`config.mk`:
```
export PLATFORM = sky130hd
export DESIGN_NAME = async_register_rx
export DESIGN_NICKNAME = d
export VERILOG_FILES = /design/src/rtl/async_register_pkg.sv /design/src/rtl/async_rx_sync.sv /design/src/rtl/async_register_rx.sv
export SDC_FILE = /design/constraint.sdc
export NUM_CORES = 1
export LEC_CHECK = 0
export ABC_AREA = 1
export CAP_MARGIN = 20
export CORE_UTILIZATION = 49
export CTS_BUF_LIST = sky130_fd_sc_hd__clkbuf_8
export DETAILED_ROUTE_END_ITERATION = 8
export PLACE_DENSITY = 0.9
export SYNTH_ARGS = -nofsm -noshare
export SYNTH_HDL_FRONTEND = slang
export SYNTH_SLANG_ARGS = --single-unit
export TNS_END_PERCENT = 100
```
`constraint.sdc`:
```
create_clock -name clk -period 2.3 [get_ports clk]
set_input_delay 0.345 -clock clk [delete_from_list [all_inputs] [get_ports clk]]
set_output_delay 0.345 -clock clk [all_outputs]
set_load 0.005 [all_outputs]
```
`src/rtl/async_register_pkg.sv`:
```
// Shared types and defaults for the toggle-handshake register receiver.
`timescale 1ns/1ps
package async_register_pkg;

    localparam int DEFAULT_SYNC_STAGES = 2;

    typedef enum logic [1:0] {
        IDLE    = 2'd0,
        CAPTURE = 2'd1,
        VERIFY  = 2'd2,
        PRESENT = 2'd3
    } rx_state_t;

endpackage

```
`src/rtl/async_rx_sync.sv`:
```
// Single-bit flop-chain synchroniser for the incoming request toggle.
`timescale 1ns/1ps
module async_rx_sync
    import async_register_pkg::*;
#(
    parameter int SYNC_STAGES = DEFAULT_SYNC_STAGES   // legal 2..4
) (
    input  logic clk,
    input  logic rst_n,
    input  logic asyncIn,
    output logic syncOut
);

    // Pure flop chain: any gate between these stages would defeat metastability settling.
    (* ASYNC_REG = "TRUE" *) logic [SYNC_STAGES-1:0] syncFf;

    // NOTE: sequential state is written with <= so every flop samples pre-edge values.
    always_ff @(posedge clk or negedge rst_n) begin
        if (!rst_n) syncFf <= '0;
        else        syncFf <= {syncFf[SYNC_STAGES-2:0], asyncIn};
    end

    assign syncOut = syncFf[SYNC_STAGES-1];

endmodule

```
`src/rtl/async_register_rx.sv`:
```
// Receive end of a toggle-handshake register crossing into clk.
// Optional capture re-check enabled by defining ASYNC_REGISTER_RX_STABLE_CHECK_EN.
`timescale 1ns/1ps
module async_register_rx
    import async_register_pkg::*;
#(
    parameter int WIDTH       = 32,
    parameter int SYNC_STAGES = DEFAULT_SYNC_STAGES,
    parameter int COUNT_WIDTH = 16
) (
    input  logic                   clk,
    input  logic                   rst_n,
    input  logic                   req_tog_i,
    input  logic [WIDTH-1:0]       data_i,
    output logic                   ack_tog_o,
    output logic [WIDTH-1:0]       data_o,
    output logic                   valid_o,
    input  logic                   ready_i,
    output logic [COUNT_WIDTH-1:0] update_count_o,
    output logic                   stab_err_o
);

    rx_state_t              state, nextState;
    logic                   reqSync, reqSeen;
    logic [WIDTH-1:0]       dataQ;
    logic                   ackTog;
    logic [COUNT_WIDTH-1:0] updateCount;
    logic                   handshake;

    async_rx_sync #(.SYNC_STAGES(SYNC_STAGES)) reqSyncInst (
        .clk     (clk),
        .rst_n   (rst_n),
        .asyncIn (req_tog_i),
        .syncOut (reqSync)
    );

    always_ff @(posedge clk or negedge rst_n) begin
        if (!rst_n) state <= IDLE;
        else        state <= nextState;
    end

    // NOTE: nextState is defaulted before the case so no path leaves it unassigned (no latch).
    always_comb begin
        nextState = state;
        unique case (state)
            IDLE:    if (reqSync != reqSeen) nextState = CAPTURE;
`ifdef ASYNC_REGISTER_RX_STABLE_CHECK_EN
            CAPTURE: nextState = VERIFY;
            VERIFY:  if (data_i == dataQ) nextState = PRESENT;
`else
            CAPTURE: nextState = PRESENT;
            VERIFY:  nextState = IDLE;
`endif
            PRESENT: if (ready_i) nextState = IDLE;
        endcase
    end

    assign handshake = (state == PRESENT) && ready_i;

    // NOTE: dataQ is a single word of flops, so it takes the async reset like the rest.
    always_ff @(posedge clk or negedge rst_n) begin
        if (!rst_n) begin
            reqSeen     <= 1'b0;
            dataQ       <= '0;
            ackTog      <= 1'b0;
            updateCount <= '0;
        end else begin
            // Taking reqSync here collapses any extra source toggles into one transfer.
            if (state == CAPTURE) begin
                dataQ   <= data_i;
                reqSeen <= reqSync;
            end
`ifdef ASYNC_REGISTER_RX_STABLE_CHECK_EN
            if (state == VERIFY && data_i != dataQ) dataQ <= data_i;
`endif
            if (handshake) begin
                ackTog      <= ~ackTog;
                updateCount <= updateCount + COUNT_WIDTH'(1);
            end
        end
    end

`ifdef ASYNC_REGISTER_RX_STABLE_CHECK_EN
    logic stabErr;

    always_ff @(posedge clk or negedge rst_n) begin
        if (!rst_n) stabErr <= 1'b0;
        else        stabErr <= (state == VERIFY) && (data_i != dataQ);
    end

    assign stab_err_o = stabErr;
`else
    assign stab_err_o = 1'b0;
`endif

    assign ack_tog_o      = ackTog;
    assign data_o         = dataQ;
    assign valid_o        = (state == PRESENT);
    assign update_count_o = updateCount;

endmodule

```
; Word-level counts from Yosys, hierarchy flattened
; Index checks and enable logic that the tools add are counted.
[word_totals]
ff_bits = 54
inputBits = 36
out_inout_bits = 51
elab_cells = 20
[classes]
n_addsub = 1
n_eq_ne = 6
n_mux = 3
bitwise_logic = 1
n_reduce_logical = 3
[ops]
columns = operator, n
row1 = $add A16 B1 Y16 const B, 1
row2 = $pmux W2 S4, 1
row3 = $eq A2 B2 Y1 const B, 2
row4 = $mux W2, 2
row5 = $eq A2 B1 Y1 const B, 1
row6 = $logic_not A2 Y1, 1
row7 = $ne A2 B1 Y1 const B, 1
row8 = $ne A2 B2 Y1 const B, 1
row9 = $reduce_and A2 Y1, 1
row10 = $logic_and A1 B1 Y1, 1
row11 = $ne A1 B1 Y1, 1
row12 = $not A1 Y1, 1

; Logic depth before layout (Yosys ltp)
[logic_depth]
word_depth = 3
ltp_mapped = 9
ltp_nobuf = 9

; By module
; A second synthesis with hierarchy kept.
[hier_totals]
cells_unflattened = 196
hier_area_um2 = 2304.7
[modules_own_cells]
columns = module, instances, cells_each, area_each_um2, seq_area_each_um2
row1 = async_register_rx, 1, 194, 2254.7, 1301.2
row2 = async_rx_sync, 1, 2, 50.0, 50.0

; Worst setup path before layout
; OpenSTA, ideal clock, no wires.
[synth_path]
kind = reg-to-reg
start = register updateCount[1] (netlist: update_count_o[1])
end = register updateCount[14] (netlist: update_count_o[14])
setup_ps = 113
arrival_time_ps = 1117
required_time_ps = 2187
setup_slack_ps = 1071
path_stages_with_launch = 9
path_buffers = 0
synth_period_minus_slack_ps = 1229
cell_sequence = dfrtp_1 > ha_1 > inv_1 > nor2_2 > nand2_1 > nor2_4 > nand3_1 > nand2_1 > inv_1
[synth_via]
elab_chain_cells = 1
[synth_rtl]
columns = item, line_no
row1 = start: declaration, async_register_rx.sv:27  ; logic [COUNT_WIDTH-1:0] updateCount;
row2 = start signal: assignment, async_register_rx.sv:78  ; updateCount <= updateCount + COUNT_WIDTH'(1);
row3 = $add A16 B1 Y16, async_register_rx.sv:78
; No other way between the ends.
; A chain may end at the register's enable or synchronous reset.

; Worst setup path in the final report
[layout_path]
start = register state[0]
end = output valid_o
[layout_via]
elab_chain_cells = 1
[layout_rtl]
columns = item, line_no
row1 = start: declaration, async_register_rx.sv:23  ; rx_state_t state, nextState;
row2 = start signal: assignment, async_register_rx.sv:39  ; else state <= nextState;
row3 = $eq A2 B2 Y1, async_register_rx.sv:98  ; assign valid_o = (state == PRESENT);
row4 = end: declaration, async_register_rx.sv:17  ; output logic valid_o,
; No other way between the ends.

==> run summary <==
biggest area consumer among synthesized cells - dfrtp_1
buffer depth of the longest clock path - 2
post_cts resized - 0
WL final - 4490 um
n_diodes - 0
Pint - 2.85 mW
Post-Route Setup TNS - 0 ns
Initial Util - 51.5%
core area - 4410 sq um
synthesized cell area - 2270 sq um
vias in the first global route - 1604
CTS H-tree depth - 2
slew of the pin with the lowest slew margin - 0.615 ns
worst vdd rail ir drop - 0.916 mV
post-CTS setup buffers - 0
Ports - 87
status - complete, no violations
Post-DP HPWL - 3420 um
Total GRT Usage - 19.7%
most common cell in the netlist - dfrtp_1
Worst EP required - 1.96 ns
Filler cells - 313
worst reg-to-reg path cell count - 4
Async S/R FF share, synth - 100%
leading post-synthesis cells by cell area - dfrtp_1 (59%), mux2_2 (16%), nand2_1 (5.8%), inv_1 (2.5%), xor2_1 (2.3%)
Mapped Cells - 192
Clk Latency, worst-skew pair - 0.31 ns
CP Launch Type - flop
Commonest cells post-synth - dfrtp_1 (54), nand2_1 (35), mux2_2 (33), inv_1 (15), nor2_1 (12)
routed length per instance - 13.4 um
Sink Count - 54
vias - 1626
CTS root buffer - clkbuf_8
Synth Register Bits - 54
Die ar. - 4920 sq um
share of post-route cells with drive strength above 1 - 19.4%
first-pass GRT wire length - 7530 um
DR iter-0 viols - 37
RSZ-0062 raised after global routing - no
layout net count - 320
Die Span X - 70.1 um
Row Count - 24
hold buffers post-CTS - 0
MaxCap Viol Count - 0
CP Max Fanout - 3
fin. max-slew vios - 0
DR vias/cell - 4.84
Post-DRT Antenna Nets - 0
min cycle time layout - 1.73 ns
Worst R2R Setup Slack - 0.84 ns
CTS tree - yes
Die Y-Extent - 70.1 um
reg-to-reg startpoint - state[1]
CTS Buf Count - 5
final worst path period share - 75.0%
Hold Fails Final Rpt - 0
Lkg Pwr - 1.45 nW
sw power - 1.08 mW
clock share of power - 19.0%
largest net degree at the start of global routing - 29
PwrDens - 1180 nW/um^2
Area growth, synth to finish - 45.8%
Synth Flop Type - dfrtp_1
CP Capture Type - output pin
post-synthesis net count - 229
syn_area_per_cell - 11.8 sq um
Final Power - 3.93 mW
remaining global-route overflow - 0
Tightest Hold Check Type - in2async
IO buf count - 85
Flop pwr share - 39.8%
Yosys warnings - 0
EDFF count, synth - 0
number of remaining DRC errors - 0
Sw Share - 27.4%
Yosys cell types - 24
Final Setup Violations - 0
RD Place Congestion - 0.760
Gate power share - 41.1%
clock skew - 0.00745 ns
fmax - 579 MHz
initial antenna violation count - 0
WS Path Type - reg2out
Slew headroom - 59.0%
proportion of netlist area held by the largest area contributor - 59.4%
RR Endpoint - data_o[21]
worst path arrival time - 1.38 ns
Pre-Repair DR Iteration Count - 4
Reg clk slew, reported paths - 0.10 ns
sequential share of the synthesized area - 59.4%
[flip-flops by register name, summed over array words and instances, names as in the netlist]
| register | cells |
|---|---|
| update_count_o | 16 |
| data_o | 32 |
| state | 2 |
| ack_tog_o | 1 |
| reqSeen | 1 |
| reqSyncInst.syncFf | 2 |
[critical path, stage by stage, from the launching register on]
cell	delay [ns]
dfrtp_1	0.43
nand2_1	0.09
inv_1	0.06
clkdlybuf4s50_1	0.50
[per-stage QoR]
step	area [sq um]	instances	util [%]	setup WS (ns)	hold WS (ns)
after floorplan	2270	192	-	1.07	0.0494
after global placement	3180	328	72.0	0.672	0.335
after detailed placement	3180	328	72.0	0.651	0.352
after CTS	3320	336	75.1	0.552	0.0591
after global routing	3320	336	75.1	0.510	0.0784
final	3320	336	75.1	0.574	0.0397
[power groups by stage]
| stage | logic (mW) | clock network [mW] | registers [mW] |
|---|---|---|---|
| after floorplan | 0.734 | 0 | 1.59 |
| after global placement | 1.60 | 0 | 1.55 |
| after detailed placement | 1.64 | 0 | 1.58 |
| after CTS | 1.65 | 0.765 | 1.57 |
| after global routing | 1.75 | 0.791 | 1.61 |
| final | 1.61 | 0.748 | 1.56 |
[per-layer routing]
layer	track usage (%)	up-vias	share of wire (%)
li1	-	794	-
met1	25.8	761	45
met2	31.1	62	46
met3	6.06	9	7.0
met4	7.33	0	1.8
met5	0	-	0
[how the worst max path moves through the flow]
stage / from / end / slack (ns)
2_1_floorplan: update_count_o[1] / update_count_o[14] / 1.07
3_3_place_gp: ready_i / update_count_o[11] / 0.67
3_5_place_dp: ready_i / update_count_o[11] / 0.65
4_1_cts: state[0] / valid_o / 0.55
5_1_grt: state[0] / valid_o / 0.51
6_report: state[0] / valid_o / 0.57
[placed cells by master (no fill, tap or decap)]
cell and n:
clkbuf_8 5, nand3b_1 1, dfrtp_1 54, xnor2_1 4, xor2_1 6, nand3_4 1, conb_1 1, clkinv_2 1
mux2_2 33, nor2_2 3, o21ai_0 2, clkinv_4 1, o21ai_1 1, nor3_1 2, buf_12 1, or2_1 1
nand2_1 35, nand2_2 3, nand4_1 1, nor2_1 12, bufinv_16 2, buf_4 2, inv_1 15, a21oi_1 1
nand3_1 8, ha_1 1, nor2_4 2, clkdlybuf4s50_1 84, buf_2 1
[cell families (layout without fill, tap and decap cells)]
group / after synthesis / count (layout) / share of synthesized area (%)
and+or+nand+nor: 69 / 69 / 14.3
DFF: 54 / 54 / 59.4
muxes: 33 / 33 / 16.3
buffers and inverters: 20 / 112 / 4.51
xor gates and xnor gates: 10 / 10 / 3.85
AOI/OAI and AO/OA: 4 / 4 / 0.880
adders and majority gates: 1 / 1 / 0.550
other: 1 / 1 / 0.165
[cell type report]
cell class	count	area, sq um	share of cell area (%)
inverters	16	61.3	1.85
clock buffers	5	68.8	2.08
multi-input cells	118	820	24.7
clock inverters	3	68.8	2.08
flip-flops and latches	54	1350	40.8
well taps	52	65.1	1.96
repair buffers	88	881	26.6
Power figures use the tool's default switching activity.
==> variant 1: new RTL, config.mk and constraints unchanged <==
Register the output `update_count_o` once more, with the module's reset; this adds one clock of latency there. The other outputs are not delayed to match.
--- a/src/rtl/async_register_rx.sv
+++ b/src/rtl/async_register_rx.sv
@@ -97,5 +97,11 @@
     assign data_o         = dataQ;
     assign valid_o        = (state == PRESENT);
-    assign update_count_o = updateCount;
+    always_ff @(posedge clk or negedge rst_n) begin
+        if (!rst_n) begin
+            update_count_o <= '0;
+        end else begin
+            update_count_o <= updateCount;
+        end
+    end
 
 endmodule
Check against the original RTL: not equivalent (Yosys sat finds a counterexample within 10 cycles, from zero or initial values and one cycle with rst_n low).
==> variant 1 against the unedited design <==
Synthesized area rose by 22%; cell area rose by 17%; routed wire length rose by 20%; clock power rose by 19%; total power rose by 19%; largest cell class unchanged; worst setup slack got worse by 0.13 ns; utilization fell by 4.4 points; sequential cell count rose by 16.
==> variant 1: results (changes against the unedited design) <==
status = complete, no violations
Register Area = 1752 um^2 (+30%)
H-tree levels = 3 (+1)
post-synthesis sequential area ratio = 63.23% (+3.8 points)
Post-synth ARST share = 100.0% (unchanged)
CTS buffer count = 9 (+4)
dominant cells by area after synthesis = dfrtp_1, mux2_4, nand2_1
post-synthesis adder-cell area fraction = 0.4517% (-0.099 points)
VDD IR max = 0.7996 mV (-13%)
mux contribution to synthesized area = 16.53% (+0.19 points)
Lkg Pwr = 1.784 nW (+23%)
post-synthesis compound-gate area fraction = 0.7227% (-0.16 points)
DR vias = 1,812 (+11%)
Filler Cell Count = 388 (+24%)
Net Count, Synth = 242 (+5.7%)
leading cell types by count after synthesis = dfrtp_1, nand2_1, mux2_4
RD Place Congestion = 0.8236 (+8.4%)
WL/cell = 14.38 um (+7.7%)
Clock Tree Buf Depth = 2 (unchanged)
Worst R2R End = data_o[1]$_DFFE_PN0N_
first-pass GRT wire length = 9094 um (+21%)
clock slew at reported path FFs = 0.07 ns (-0.03 ns)
Total GRT Usage = 20.26% (+0.53 points)
vias in the first global route = 1,867 (+16%)
Post-Synth XOR/XNOR Area = 3.162% (-0.69 points)
pin count of the biggest net entering global routing = 39 (+34%)
Synth cell types = 24 (unchanged)
critical path arrival = 1.51 ns (+0.13 ns)
clock latency on the worst-skew pair = 0.33 ns (+0.02 ns)
reg-to-reg slack, setup = 0.75 ns (-0.09 ns)
DR iter-0 viols = 47 (+27%)
final clock skew = 0.007863 ns (+0.0004129 ns)
share of cells above drive strength 1 = 19.14% (-0.22 points)
Pre-Repair DR Iteration Count = 3 (-1)
Largest register FFs = 32 (unchanged)
Final #Nets = 335 (+4.7%)
number of cells on the worst reg-to-reg path = 3 (-1)
DP HPWL = 3796 um (+11%)
Slew HR = 51.29% (-7.7 points)
==> variant 1: cell types whose count changed after synthesis, sizes merged, moves of 3 or more <==
cell / delta
dfrtp: +16
nand3: -3
nand4: +5
nor2: -4
==> variant 1: worst max-delay path, stage by stage, from the launching register on <==
cell and delay (ns):
dfrtp_1 0.46, nand2_1 0.12, inv_1 0.09, clkdlybuf4s50_1 0.51
==> variant 1: cells by family (layout without fill, tap and decap cells) <==
kind of cell | Yosys count | in the layout
flip-flops | 70 | 70
buffers and inverters | 20 | 118
AND/OR/NAND/NOR | 67 | 67
other | 1 | 1
AO/OA/AOI/OAI | 4 | 4
multiplexers | 32 | 32
XOR/XNOR | 10 | 10
adder cells (fa/ha/maj) | 1 | 1
==> variant 1: metrics by stage <==
step	instance area, um^2	setup WS (ns)	utilization (%)	std cells	power [mW]
after floorplan	2770	1.108	-	205	2.894
after global routing	3871	0.3381	70.74	375	4.936
final	3871	0.4405	70.74	375	4.664
after detailed placement	3685	0.6310	67.33	359	3.798
after global placement	3685	0.6900	67.33	359	3.724
after CTS	3871	0.4137	70.74	375	4.721
==> variant 1: worst min path at each step <==
stage / from / end / slack, ns / cells after the start
6_report: rst_n / data_o[15]$_DFFE_PN0N_ / 0.07 / 1
5_1_grt: rst_n / data_o[14]$_DFFE_PN0N_ / 0.13 / 1
2_1_floorplan: rst_n / ack_tog_o$_DFFE_PN0P_ / 0.05 / 0
4_1_cts: rst_n / data_o[2]$_DFFE_PN0N_ / 0.09 / 1
3_5_place_dp: reqSyncInst.syncFf[0]$_DFF_PN0_ / reqSyncInst.syncFf[1]$_DFF_PN0_ / 0.34 / 0
3_3_place_gp: reqSyncInst.syncFf[0]$_DFF_PN0_ / reqSyncInst.syncFf[1]$_DFF_PN0_ / 0.33 / 0
==> variant 1: power breakdown <==
part | internal, mW | switching (mW)
registers | 1.65 | 0.266
clock network | 0.472 | 0.421
logic | 1.25 | 0.603
==> variant 1: metal layers <==
| metal | track usage (%) | wire length [um] |
|---|---|---|
| met5 | 0 | 0 |
| met1 | 25.48 | 2420 |
| met3 | 5.119 | 297 |
| met2 | 32.48 | 2580 |
| met4 | 10.19 | 95 |
==> variant 1: area by class of cell <==
class,instances,share of cell area [%]
Tap cell,72,2.327
Clock buffer,12,4.266
Sequential cell,70,45.25
Multi-Input combinational cell,115,23.69
Inverter,16,1.551
Clock inverter,4,0.5495
Timing Repair Buffer,86,22.37
==> variant 2: new RTL, config.mk and constraints unchanged <==
Made on the original files. The option `ASYNC_REGISTER_RX_STABLE_CHECK_EN` is turned on by a define.
--- a/src/rtl/async_register_rx.sv
+++ b/src/rtl/async_register_rx.sv
@@ -2,4 +2,6 @@
 // Optional capture re-check enabled by defining ASYNC_REGISTER_RX_STABLE_CHECK_EN.
 `timescale 1ns/1ps
+`define ASYNC_REGISTER_RX_STABLE_CHECK_EN
+
 module async_register_rx
     import async_register_pkg::*;
Function: changed (a bounded check fails within 10 cycles, from zero or initial values and one cycle with rst_n low).
==> variant 2 against the unedited design <==
Cell area up 16%; final cell count up 49%; count of clock-buffer cells in the layout up 1; worst setup slack worse by 0.21 ns; total power up 14%; sequential cell count up 1; routed wire length up 39%; synthesized area up 25%; first-iteration DRC count rose to 2.6 times the old value; combinational power up 39%; highest routed layer unchanged.
==> variant 2: results (changes against the unedited design) <==
pin count of the biggest net entering global routing = 33 (+14%)
endpoints failing setup = 0 (unchanged)
Lkg Pwr = 1.865 nW (+29%)
Worst Tran Pin Value = 0.6354 ns (+0.02057 ns)
Net Count, Synth = 382 (+67%)
vias in the first global route = 2,421 (+51%)
final clock skew = 0.009699 ns (+0.002250 ns)
DR iter-0 viols = 98 (+160%)
dominant cells by area after synthesis = dfrtp_1, nand2_1, xnor2_1
status = complete, no violations
# port buffers = 86 (+1.2%)
Filler Cell Count = 431 (+38%)
DP HPWL = 4718 um (+38%)
Pwr per Cell Area = 1165 nW/um^2 (-1.6%)
reg-to-reg slack, setup = 0.45 ns (-0.39 ns)
Total GRT Usage = 22.06% (+2.3 points)
post-synthesis sequential area ratio = 48.46% (-11 points)
leading cell types by count after synthesis = nand2_1, dfrtp_1, nand3_1
Worst R2R End = data_o[30]$_DFFE_PN0P_
first-pass GRT wire length = 10,860 um (+44%)
Clock group = 0.560 mW (-25%)
RD Place Congestion = 0.7847 (+3.3%)
drt via density = 4.896 (+1.2%)
CTS buffer count = 5 (unchanged)
crit path to = data_o[30]$_DFFE_PN0P_
DRT Wirelength = 6219 um (+39%)
Synth cell types = 23 (-4.2%)
H-tree levels = 2 (unchanged)
Seq. pwr = 1.71 mW (+9.6%)
Critical Path Fanout Max = 32 (+29)
Crit path max-delay family = simple AND/OR/NAND/NOR gates
Clock Tree Buf Depth = 2 (unchanged)
number of cells on the worst reg-to-reg path = 12 (+8)
r2r startpoint = data_o[19]$_DFFE_PN0P_
Sw Ratio = 38.23% (+11 points)
Final #Nets = 470 (+47%)
Min Hold Slack = 0.04737 ns (+0.007623 ns)
Post-synth ARST share = 100.0% (unchanged)
VDD IR max = 0.8471 mV (-7.5%)
CP peak stage delay = 0.52 ns (+0.02 ns)
-- variant 2: cell type report --
type	instances	area [um^2]	area share, %
Clock buffer	6	82.58	2.141
Clock inverter	2	16.27	0.4218
Inverter	31	116.4	3.018
Multi-Input combinational cell	246	1276	33.10
Sequential cell	55	1376	35.69
Tap cell	72	90.09	2.336
Timing Repair Buffer	90	898.4	23.30
-- variant 2: metrics by stage --
step                cell area, um^2  cells  setup WS, ns
global placement               3757    494       0.04808
CTS                            3856    502        0.3358
floorplan                      2840    341        0.6792
detailed placement             3757    494       0.01006
finish                         3856    502        0.3651
global route                   3856    502        0.1837
-- variant 2: worst min-delay path by stage --
| stage | startpoint | end | cells past startpoint |
|---|---|---|---|
| 2_1_floorplan | rst_n | ack_tog_o$_DFFE_PN0P_ | 0 |
| 3_3_place_gp | reqSyncInst.syncFf[0]$_DFF_PN0_ | reqSyncInst.syncFf[1]$_DFF_PN0_ | 0 |
| 3_5_place_dp | reqSyncInst.syncFf[0]$_DFF_PN0_ | reqSyncInst.syncFf[1]$_DFF_PN0_ | 0 |
| 4_1_cts | rst_n | data_o[21]$_DFFE_PN0P_ | 1 |
| 5_1_grt | rst_n | data_o[16]$_DFFE_PN0P_ | 1 |
| 6_report | rst_n | data_o[19]$_DFFE_PN0P_ | 1 |
-- variant 2: routing by layer --
metal,part of all wire [%],GRT usage (%),wire [um],vias up
met2,52,39.12,3223,77
met4,0.53,5.741,33,0
met3,5.7,3.372,354,4
met1,42,28.04,2608,1156
met5,0,0,0,-
li1,-,-,-,1221
-- variant 2: cell families after synthesis --
group                    synth area share (%)
AO/OA/AOI/OAI                          0.3964
XOR/XNOR                                11.72
adder cells (fa/ha/maj)                 2.203
buffers and inverters                   6.608
flip-flops                              48.46
AND/OR/NAND/NOR                         30.62
